==> src/rtl/calorie_topk.sv <==
// Streaming group-sum tracker: accumulates separator-delimited groups and
// keeps the K largest sums in a descending register array.
module calorie_topk #(
  parameter  int DATA_W = 32,
  parameter  int SUM_W  = 40,
  parameter  int K      = 3,
  localparam int TOT_W  = SUM_W + $clog2(K + 1)
) (
  input  logic              clk,
  input  logic              rst_n,
  input  logic              clear,
  input  logic              in_valid,
  output logic              in_ready,
  input  logic [DATA_W-1:0] in_data,
  input  logic              in_sep,
  input  logic              in_last,
  output logic              done,
  output logic [SUM_W-1:0]  max_sum,
  output logic [TOT_W-1:0]  top_sum,
  output logic [15:0]       group_count
);

  localparam logic [1:0] S_ACCUM  = 2'd0;
  localparam logic [1:0] S_INSERT = 2'd1;
  localparam logic [1:0] S_DONE   = 2'd2;

  logic [1:0]       r_state;
  logic [SUM_W-1:0] r_acc;
  logic             r_ne;
  logic [SUM_W-1:0] r_pend;
  logic             r_pend_ne;
  logic             r_pend_last;
  logic [SUM_W-1:0] r_top [K];
  logic [SUM_W-1:0] r_max;
  logic [TOT_W-1:0] r_tot;
  logic [15:0]      r_cnt;

  logic             w_accept;
  logic             w_close;
  logic [SUM_W:0]   w_wide;
  logic [SUM_W-1:0] w_sum;
  logic [SUM_W-1:0] w_new [K];
  logic [TOT_W-1:0] w_tot;

  assign in_ready = (r_state == S_ACCUM) && !clear;
  assign w_accept = in_valid && in_ready;
  assign w_close  = in_sep || in_last;

  // One extra bit catches the carry that triggers saturation.
  assign w_wide = {1'b0, r_acc} + (SUM_W + 1)'(in_data);
  assign w_sum  = w_wide[SUM_W] ? {SUM_W{1'b1}} : w_wide[SUM_W-1:0];

  // Slots are descending, so the strict compare is monotonic over i:
  // the first slot that loses takes the pending sum, the rest shift down.
  always_comb begin
    logic             gt;
    logic             prev_gt;
    logic [SUM_W-1:0] up;
    prev_gt = 1'b0;
    up      = '0;
    w_tot   = '0;
    for (int i = 0; i < K; i++) begin
      gt = r_pend > r_top[i];
      if (!gt)
        w_new[i] = r_top[i];
      else if (prev_gt)
        w_new[i] = up;
      else
        w_new[i] = r_pend;
      prev_gt = gt;
      up      = r_top[i];
      w_tot   = w_tot + TOT_W'(w_new[i]);
    end
  end

  always_ff @(posedge clk or negedge rst_n) begin
    if (!rst_n) begin
      r_state     <= S_ACCUM;
      r_acc       <= '0;
      r_ne        <= 1'b0;
      r_pend      <= '0;
      r_pend_ne   <= 1'b0;
      r_pend_last <= 1'b0;
      r_max       <= '0;
      r_tot       <= '0;
      r_cnt       <= '0;
      for (int i = 0; i < K; i++)
        r_top[i] <= '0;
    end else if (clear) begin
      r_state     <= S_ACCUM;
      r_acc       <= '0;
      r_ne        <= 1'b0;
      r_pend      <= '0;
      r_pend_ne   <= 1'b0;
      r_pend_last <= 1'b0;
      r_max       <= '0;
      r_tot       <= '0;
      r_cnt       <= '0;
      for (int i = 0; i < K; i++)
        r_top[i] <= '0;
    end else begin
      case (r_state)
        S_ACCUM: begin
          if (w_accept) begin
            if (w_close) begin
              r_pend      <= in_sep ? r_acc : w_sum;
              r_pend_ne   <= r_ne || !in_sep;
              r_pend_last <= in_last;
              r_acc       <= '0;
              r_ne        <= 1'b0;
              r_state     <= S_INSERT;
            end else begin
              r_acc <= w_sum;
              r_ne  <= 1'b1;
            end
          end
        end
        S_INSERT: begin
          if (r_pend_ne) begin
            for (int i = 0; i < K; i++)
              r_top[i] <= w_new[i];
            r_max <= w_new[0];
            r_tot <= w_tot;
            if (r_cnt != 16'hFFFF)
              r_cnt <= r_cnt + 16'd1;
          end
          r_state <= r_pend_last ? S_DONE : S_ACCUM;
        end
        S_DONE: r_state <= S_DONE;
        default: r_state <= S_ACCUM;
      endcase
    end
  end

  assign done        = (r_state == S_DONE);
  assign max_sum     = r_max;
  assign top_sum     = r_tot;
  assign group_count = r_cnt;

endmodule

==> config.mk <==
export PLATFORM = sky130hd
export DESIGN_NAME = calorie_topk
export DESIGN_NICKNAME = d
export VERILOG_FILES = /design/src/rtl/calorie_topk.sv
export SDC_FILE = /design/constraint.sdc
export NUM_CORES = 1
export LEC_CHECK = 0
export CORE_MARGIN = 2
export CORE_UTILIZATION = 45
export DETAILED_ROUTE_END_ITERATION = 6
export HOLD_SLACK_MARGIN = 0.06
export MAX_ROUTING_LAYER = met4
export PLACE_DENSITY = 0.68
export SYNTH_ARGS = -nofsm -noshare
export SYNTH_HDL_FRONTEND = slang
export SYNTH_SLANG_ARGS = --single-unit
==> constraint.sdc <==
create_clock -name clk -period 8.3 [get_ports clk]
set_input_delay 1.66 -clock clk [delete_from_list [all_inputs] [get_ports clk]]
set_output_delay 1.66 -clock clk [all_outputs]
set_load 0.05 [all_outputs]
==> results of run 1 <==
-- flip-flops by register name (all words and copies together) (netlist names) --
name and flops:
r_pend 40, r_acc 40, r_ne 1, top_sum 42, r_state 2, r_pend_last 1
r_top 120, r_pend_ne 1, group_count 16
-- per-layer routing --
metal | up-vias | track usage [%]
met5 | - | -
met4 | 0 | 6.21
met3 | 90 | 3.41
met2 | 573 | 38.5
met1 | 8726 | 36.9
li1 | 8719 | -
-- final cells by class --
class                   instances  area (sq um)  share of cell area, %
clock buffers                  44           991                   4.14
clock inverters                20           262                   1.09
inverters                     155           582                   2.43
multi-input cells            1850         13200                   55.3
flip-flops and latches        263          6580                   27.5
well taps                     607           759                   3.17
repair buffers                159          1550                   6.45
-- through the flow --
step	area, sq um	utilization (%)	setup WS (ns)
floorplan	21200	-	2.43
global placement	22700	48.8	1.41
detailed placement	22700	48.8	1.30
finish	24000	51.5	1.30
CTS	24000	51.5	1.26
global route	24000	51.5	0.992
-- report_power, final --
| group | total [W] | switching, W | internal [W] |
|---|---|---|---|
| clock network | 0.00164 | 0.000631 | 0.00101 |
| registers | 0.00134 | 0.0000380 | 0.00131 |
| logic | 0.00113 | 0.000741 | 0.000385 |
| total | 0.00411 | 0.00141 | 0.00270 |
-- worst min path at each step --
stage,from,slack [ns],cells past startpoint,to
floorplan,r_pend_last,0.45,1,r_pend_last
finish,r_ne,0.48,1,r_ne
detailed placement,r_pend_last,0.47,1,r_pend_last
global route,r_pend_last,0.50,1,r_pend_last
global placement,r_pend_ne,0.46,2,r_pend_ne
CTS,r_pend_last,0.49,1,r_pend_last
-- cell usage in the layout, fill, tap and decap left out, drive strengths merged, types with 51 or more instances in the layout --
cell type,n
a211oi,51
a21o,96
a21oi,228
clkdlybuf4s50,134
dfrtp,263
ha,192
inv,157
mux2,77
mux2i,85
nand2,268
nor2,170
o21a,51
o21ai,189
-- cell families after synthesis --
kind of cell / share of synthesized area (%)
compound gates: 22.5
fa+ha+maj: 15.3
mux: 8.11
xor+xnor: 3.02
buf+inv: 6.67
flops: 31.1
simple gates: 13.3
-- cell usage after synthesis (12+ instances only) --
cell      instances  area share, %
o21bai_1         15           0.53
mux2_1           71            3.8
and2_1           12           0.35
a211oi_1         51            1.8
xor2_1           39            1.6
nand2_1         268            4.7
clkbuf_1         94            1.7
o21ai_1          88            2.1
mux2i_1          85            4.0
nand3_1          31           0.73
o31ai_1          12           0.43
ha_1            192             11
nand4_1          45            1.3
a21o_1           95            3.4
fa_1             42            4.0
xnor2_1          34            1.4
nor2b_1          13           0.38
inv_1           155            2.7
o21ai_0         100            2.4
a22o_1           22           0.91
nor2_1          170            3.0
a21oi_1         228            5.4
o21a_1           51            1.8
nor3_1           25           0.59
dfrtp_1         263             31
buf_2            31           0.73
buf_4            40            1.4
==> impl_metrics.csv, run 1 <==
group,metric,value,unit
run_status,status,"finished, violations left",
run_status,violations,"design-rule violations",
layout,areaGrowthSynthToFinish,13.1,%
synth,yosys_warnings,0,
critical_path,timing.rr.end,"top_sum[36]",
synth,synth-seq-cells,263,
critical_path,arrival,7.44,ns
placement,port_buffers,137,
drt,ant_nets,0,
pwr,p_leak,11.5,nW
critical_path,crit_top_cell,"a21oi_1",
layout,antenna_cells,0,
clock_network,cts_tree,"done",
critical_path,required,8.73,ns
clock_network,clk_pin_slew,0.06,ns
timing,setup_violations,0,
floorplanning,core-area,0.0466,sq mm
timing,skew,0.0132,ns
global_routing,grt_max_degree,128,
pwr,power,0.00411,W
hold_path,hold_class,"reg2reg",
job,drv_cap,0,
synth,syn_area,0.0212,sq mm
timing,fmax,143,MHz
pwr,ir_drop,0.145,mV
critical_path,crit_end,"top_sum[36]",
global_routing,grt_pass1_wl,99100,microns
drt,drc,1,
critical_path,r2r-start,"r_pend[37]",
clock_network,clock_latency,0.55,ns
synth,synthArstFlopShare,100,%
timing,drv_slew,0,
placement,hpwl,45700,microns
global_routing,track_usage,25.7,%
clock_network,clockBufferDepth,3,
critical_path,critPathKind,"reg2reg",
floorplanning,boundaryPins,138,
floorplanning,fp.dieW,221,microns
floorplanning,die_h,221,microns
placement,gp_congestion,0.949,
synth,synth_cell_types,86,
critical_path,crit_slowest_cell,"o21a_4",
floorplanning,initial_utilization,45.5,%
drt,route.met3.wl,3850,microns
layout,final_nets,2736,
pwr,p_per_area,172,mW/mm^2
timing,worstMarginPinSlew,1.26,ns
critical_path,end_kind,"flip-flop",
critical_path,start_kind,"flip-flop",
clock_network,clock-sinks,263,
critical_path,critical_path_cell_count,21,
synth,syn-instance-count,2437,
clock_network,cts_made_buffers,35,
timing,setup_tns,0,ns
synth,syn-num-nets,2709,
synth,synth_flop_cell,"dfrtp_1",
synth,ys_seq_area_share,31.1,%
global_routing,antenna_found_initial,1,
layout,drive_above_1_share,4.66,%
drt,dr.pass1.iters,7,
drt,drt_iter0_markers,1802,
synth,syn_avg_cell_area,8.70,sq um
critical_path,crit_start,"r_pend[37]",
critical_path,crit_buf_inv,1,
drt,via_per_inst,5.85,
floorplanning,num_rows,79,
timing,finalCritPeriodShare,84.3,%
placement,placed_cells,3034,
layout,fillers,4341,
timing,finalHoldViolations,0,
clock_network,cts_resized,0,
critical_path,reg2regPathDepth,21,
global_routing,grt_pass1_vias,17600,
drt,wirelength,61900,microns
clock_network,holdBufCountCts,0,
drt,wl_met2,27200,microns
critical_path,crit_path_max_fanout,46,
critical_path,timing.reg2reg.setup_slack,1.30,ns
timing,rsz0062_at_grt,"no",
drt,top_layer,"met4",
timing,holdWs,0.484,ns
clock_network,cts-root-buf,"clkbuf_16",
global_routing,grt-ovfl-total,0,
clock_network,cts_setup_buffers,0,
critical_path,worstPathCellList,"ha_1, nand4_1, nor4_1, nor3b_2, nand2_1, o2111ai_1, o21a_4, buf_4, mux2i_1, o21ai_1, fa_1, ha_1, nand2_1, or3b_1, a21oi_1, o211ai_1, a21oi_1, a21oi_1, o21ai_0, xor2_1, a22o_1",
timing,relSlewSlack,15.7,%
timing,finalCriticalPeriod,7.00,ns
drt,vias,18100,
critical_path,slowest_delay,0.71,ns
layout,finalNonFillerCells,3098,
drt,m1WireLength,29500,microns
clock_network,htreeDepth,2,
critical_path,critPathTopFamily,"compound AO/OA/AOI/OAI gates",
synth,synth_edf_count,0,
floorplanning,dieArea,0.0488,sq mm
drt,wl_per_cell,20.0,microns
Power figures use the tool's default switching activity.
==> run 2, diff against run 1 <==
--- a/config.mk
+++ b/config.mk
@@ -10,7 +10,7 @@
 export DETAILED_ROUTE_END_ITERATION = 6
 export HOLD_SLACK_MARGIN = 0.06
 export MAX_ROUTING_LAYER = met4
-export PLACE_DENSITY = 0.68
+export PLACE_DENSITY = 0.71
 export SYNTH_ARGS = -nofsm -noshare
 export SYNTH_HDL_FRONTEND = slang
 export SYNTH_SLANG_ARGS = --single-unit
==> constraint.sdc (replaced) <==
create_clock -name clk -period 5.7 [get_ports clk]
set_input_delay 1.14 -clock clk [delete_from_list [all_inputs] [get_ports clk]]
set_output_delay 1.14 -clock clk [all_outputs]
set_load 0.05 [all_outputs]
==> impl_metrics.csv, run 2 (same netlist as run 1, synthesis figures left out) <==
group,metric,value,unit
drt,drc,0,
global_routing,gr-usage-met1,39.3,%
clock_network,htreeDepth,1,
floorplanning,fp.dieW,221,microns
critical_path,reg2regPathDepth,23,
placement,port_buffers,137,
run_status,status,"finished, violations left",
layout,final_nets,3119,
critical_path,crit_path_max_fanout,5,
global_routing,grt_pass1_vias,19400,
pwr,p_leak,13.5,nW
layout,mostFrequentLayoutCells,"380 x buf_4, 262 x dfrtp_1, 261 x nand2_1",
global_routing,grt_pass1_wl,108000,microns
pwr,p_per_area,238,mW/mm^2
clock_network,clock_latency,0.60,ns
layout,regMostFlops,"r_top",
global_routing,antenna_found_initial,0,
layout,fin_area,0.0281,sq mm
clock_network,clockBufferDepth,3,
global_routing,use_met2,43.3,%
placement,hpwl,50400,microns
drt,wirelength,69000,microns
critical_path,critPathKind,"reg2reg",
pwr,power,0.00670,W
critical_path,end_kind,"flip-flop",
drt,dr.pass1.iters,7,
clock_network,cts_tree,"done",
clock_network,clk_pin_slew,0.06,ns
timing,holdWs,0.487,ns
timing,relSlewSlack,37.3,%
drt,wl_per_cell,19.8,microns
timing,rsz0062_at_grt,"yes",
timing,finalCriticalPeriod,5.99,ns
clock_network,cts_made_buffers,31,
pwr,ir_drop,0.221,mV
floorplanning,die_h,221,microns
drt,via_per_inst,5.77,
layout,fillers,3882,
timing,setup_violations,15,
timing,finalHoldViolations,0,
layout,areaGrowthSynthToFinish,32.7,%
timing,skew,0.0207,ns
placement,gp_congestion,0.920,
run_status,violations,"negative setup slack",
floorplanning,boundaryPins,138,
hold_path,hold_depth,2,
global_routing,busiest_layer,"met2",
critical_path,critical_path_cell_count,23,
layout,largest_reg_flops,120,
layout,final_core_util,60.4,%
critical_path,arrival,6.46,ns
critical_path,crit_slowest_cell,"or4_4",
critical_path,required,6.17,ns
critical_path,crit_buf_inv,3,
drt,ant_nets,0,
timing,worstMarginPinSlew,0.938,ns
layout,drive_above_1_share,23.4,%
timing,layout_setup_ws,-0.287,ns
layout,final_common_cell,"buf_4",
timing,fmax,167,MHz
clock_network,cts-root-buf,"clkbuf_16",
global_routing,track_usage,27.9,%
job,drv_cap,0,
critical_path,slowest_delay,0.49,ns
drt,drt_iter0_markers,1919,
clock_network,clock-sinks,263,
critical_path,worstPathCellList,"ha_4, nand4_1, nor4_4, nor3b_4, nand2_2, or4_4, o21a_4, buf_12, buf_12, buf_8, mux2i_2, o21ai_2, fa_1, ha_1, nand2_2, nor2_2, nand3_1, or4_4, o21ai_4, o31ai_4, a2111oi_4, o31ai_1, a32o_1",
global_routing,grt_max_degree,100,
layout,antenna_cells,0,
drt,vias,20100,
floorplanning,core-area,0.0466,sq mm
critical_path,timing.reg2reg.setup_slack,-0.29,ns
floorplanning,initial_utilization,45.5,%
floorplanning,dieArea,0.0488,sq mm
global_routing,grt-ovfl-total,0,
global_routing,met3_usage,3.03,%
hold_path,hold_class,"reg2reg",
critical_path,critPathTopFamily,"simple AND/OR/NAND/NOR gates",
critical_path,start_kind,"flip-flop",
timing,finalCritPeriodShare,105,%
timing,drv_slew,0,
floorplanning,num_rows,79,
placement,placed_area,0.0254,sq mm
-- run 2: cell count changes in the layout (fill, tap and decap cells not counted), moves of 10 or more --
cell,delta
buf_6,+14
fa_1,-13
a21oi_2,+23
o21ai_0,-10
mux2_2,+18
buf_4,+358
a21oi_1,-27
mux2_1,-21
mux2i_4,+12
mux2i_1,-19
ha_1,-28
ha_4,+27
fa_2,+13
o21ai_2,+16
-- run 2: layout make-up --
| type | count | area [sq um] | area share (%) |
|---|---|---|---|
| clock inverters | 10 | 184 | 0.654 |
| clock buffers | 47 | 916 | 3.26 |
| flip-flops and latches | 263 | 6580 | 23.4 |
| multi-input cells | 1851 | 14400 | 51.3 |
| well taps | 607 | 759 | 2.70 |
| inverters | 155 | 582 | 2.07 |
| repair buffers | 545 | 4680 | 16.6 |
-- run 2: worst register-to-register path: stages, from the launching register on --
cell and delay [ns]:
dfrtp_1 0.42, ha_4 0.29, nand4_1 0.18, nor4_4 0.42, nor3b_4 0.32, nand2_2 0.09
or4_4 0.49, o21a_4 0.16, buf_12 0.15, buf_12 0.13, buf_8 0.13, mux2i_2 0.23
o21ai_2 0.10, fa_1 0.40, ha_1 0.36, nand2_2 0.11, nor2_2 0.15, nand3_1 0.13
or4_4 0.46, o21ai_4 0.24, o31ai_4 0.11, a2111oi_4 0.43, o31ai_1 0.11, a32o_1 0.26
-- run 2: power breakdown --
group / switching [W] / total (W) / internal [W]
clock network: 0.000835 / 0.00216 / 0.00133
registers: 0.0000377 / 0.00194 / 0.00190
logic: 0.00137 / 0.00260 / 0.00123
-- run 2: repair_timing --
action	4_1_cts	5_1_grt
resized for setup	129	133
buffers inserted	21	13
pin swaps	60	80
setup endpoints to repair	29	31
gates cloned	2	2
hold endpoints to repair	0	0
hold buffers	0	0
-- run 2: metrics by stage --
step	worst slack, ns	std cells	TNS (ns)
2_1_floorplan	0.0193	2437	0
3_3_place_gp	-0.525	3385	-8.14
3_5_place_dp	-0.594	3385	-8.99
4_1_cts	-0.157	3465	-0.635
5_1_grt	-0.402	3478	-5.15
6_report	-0.287	3478	-2.03
-- run 2: final timing paths --
check	from	end
setup / recovery	r_pend[39]	top_sum[37]
hold / removal	r_ne	r_pend_ne
setup reg to reg	r_pend[39]	top_sum[37]
hold reg to reg	r_ne	r_pend_ne
max in group asynchronous	rst_n	r_top[24]
min in group asynchronous	rst_n	top_sum[7]
-- run 2: routing by layer --
metal / up-vias / routed length, microns
li1: 9497 / -
met1: 9740 / 31300
met2: 717 / 31500
met3: 98 / 4620
met4: 0 / 1500
met5: - / 0
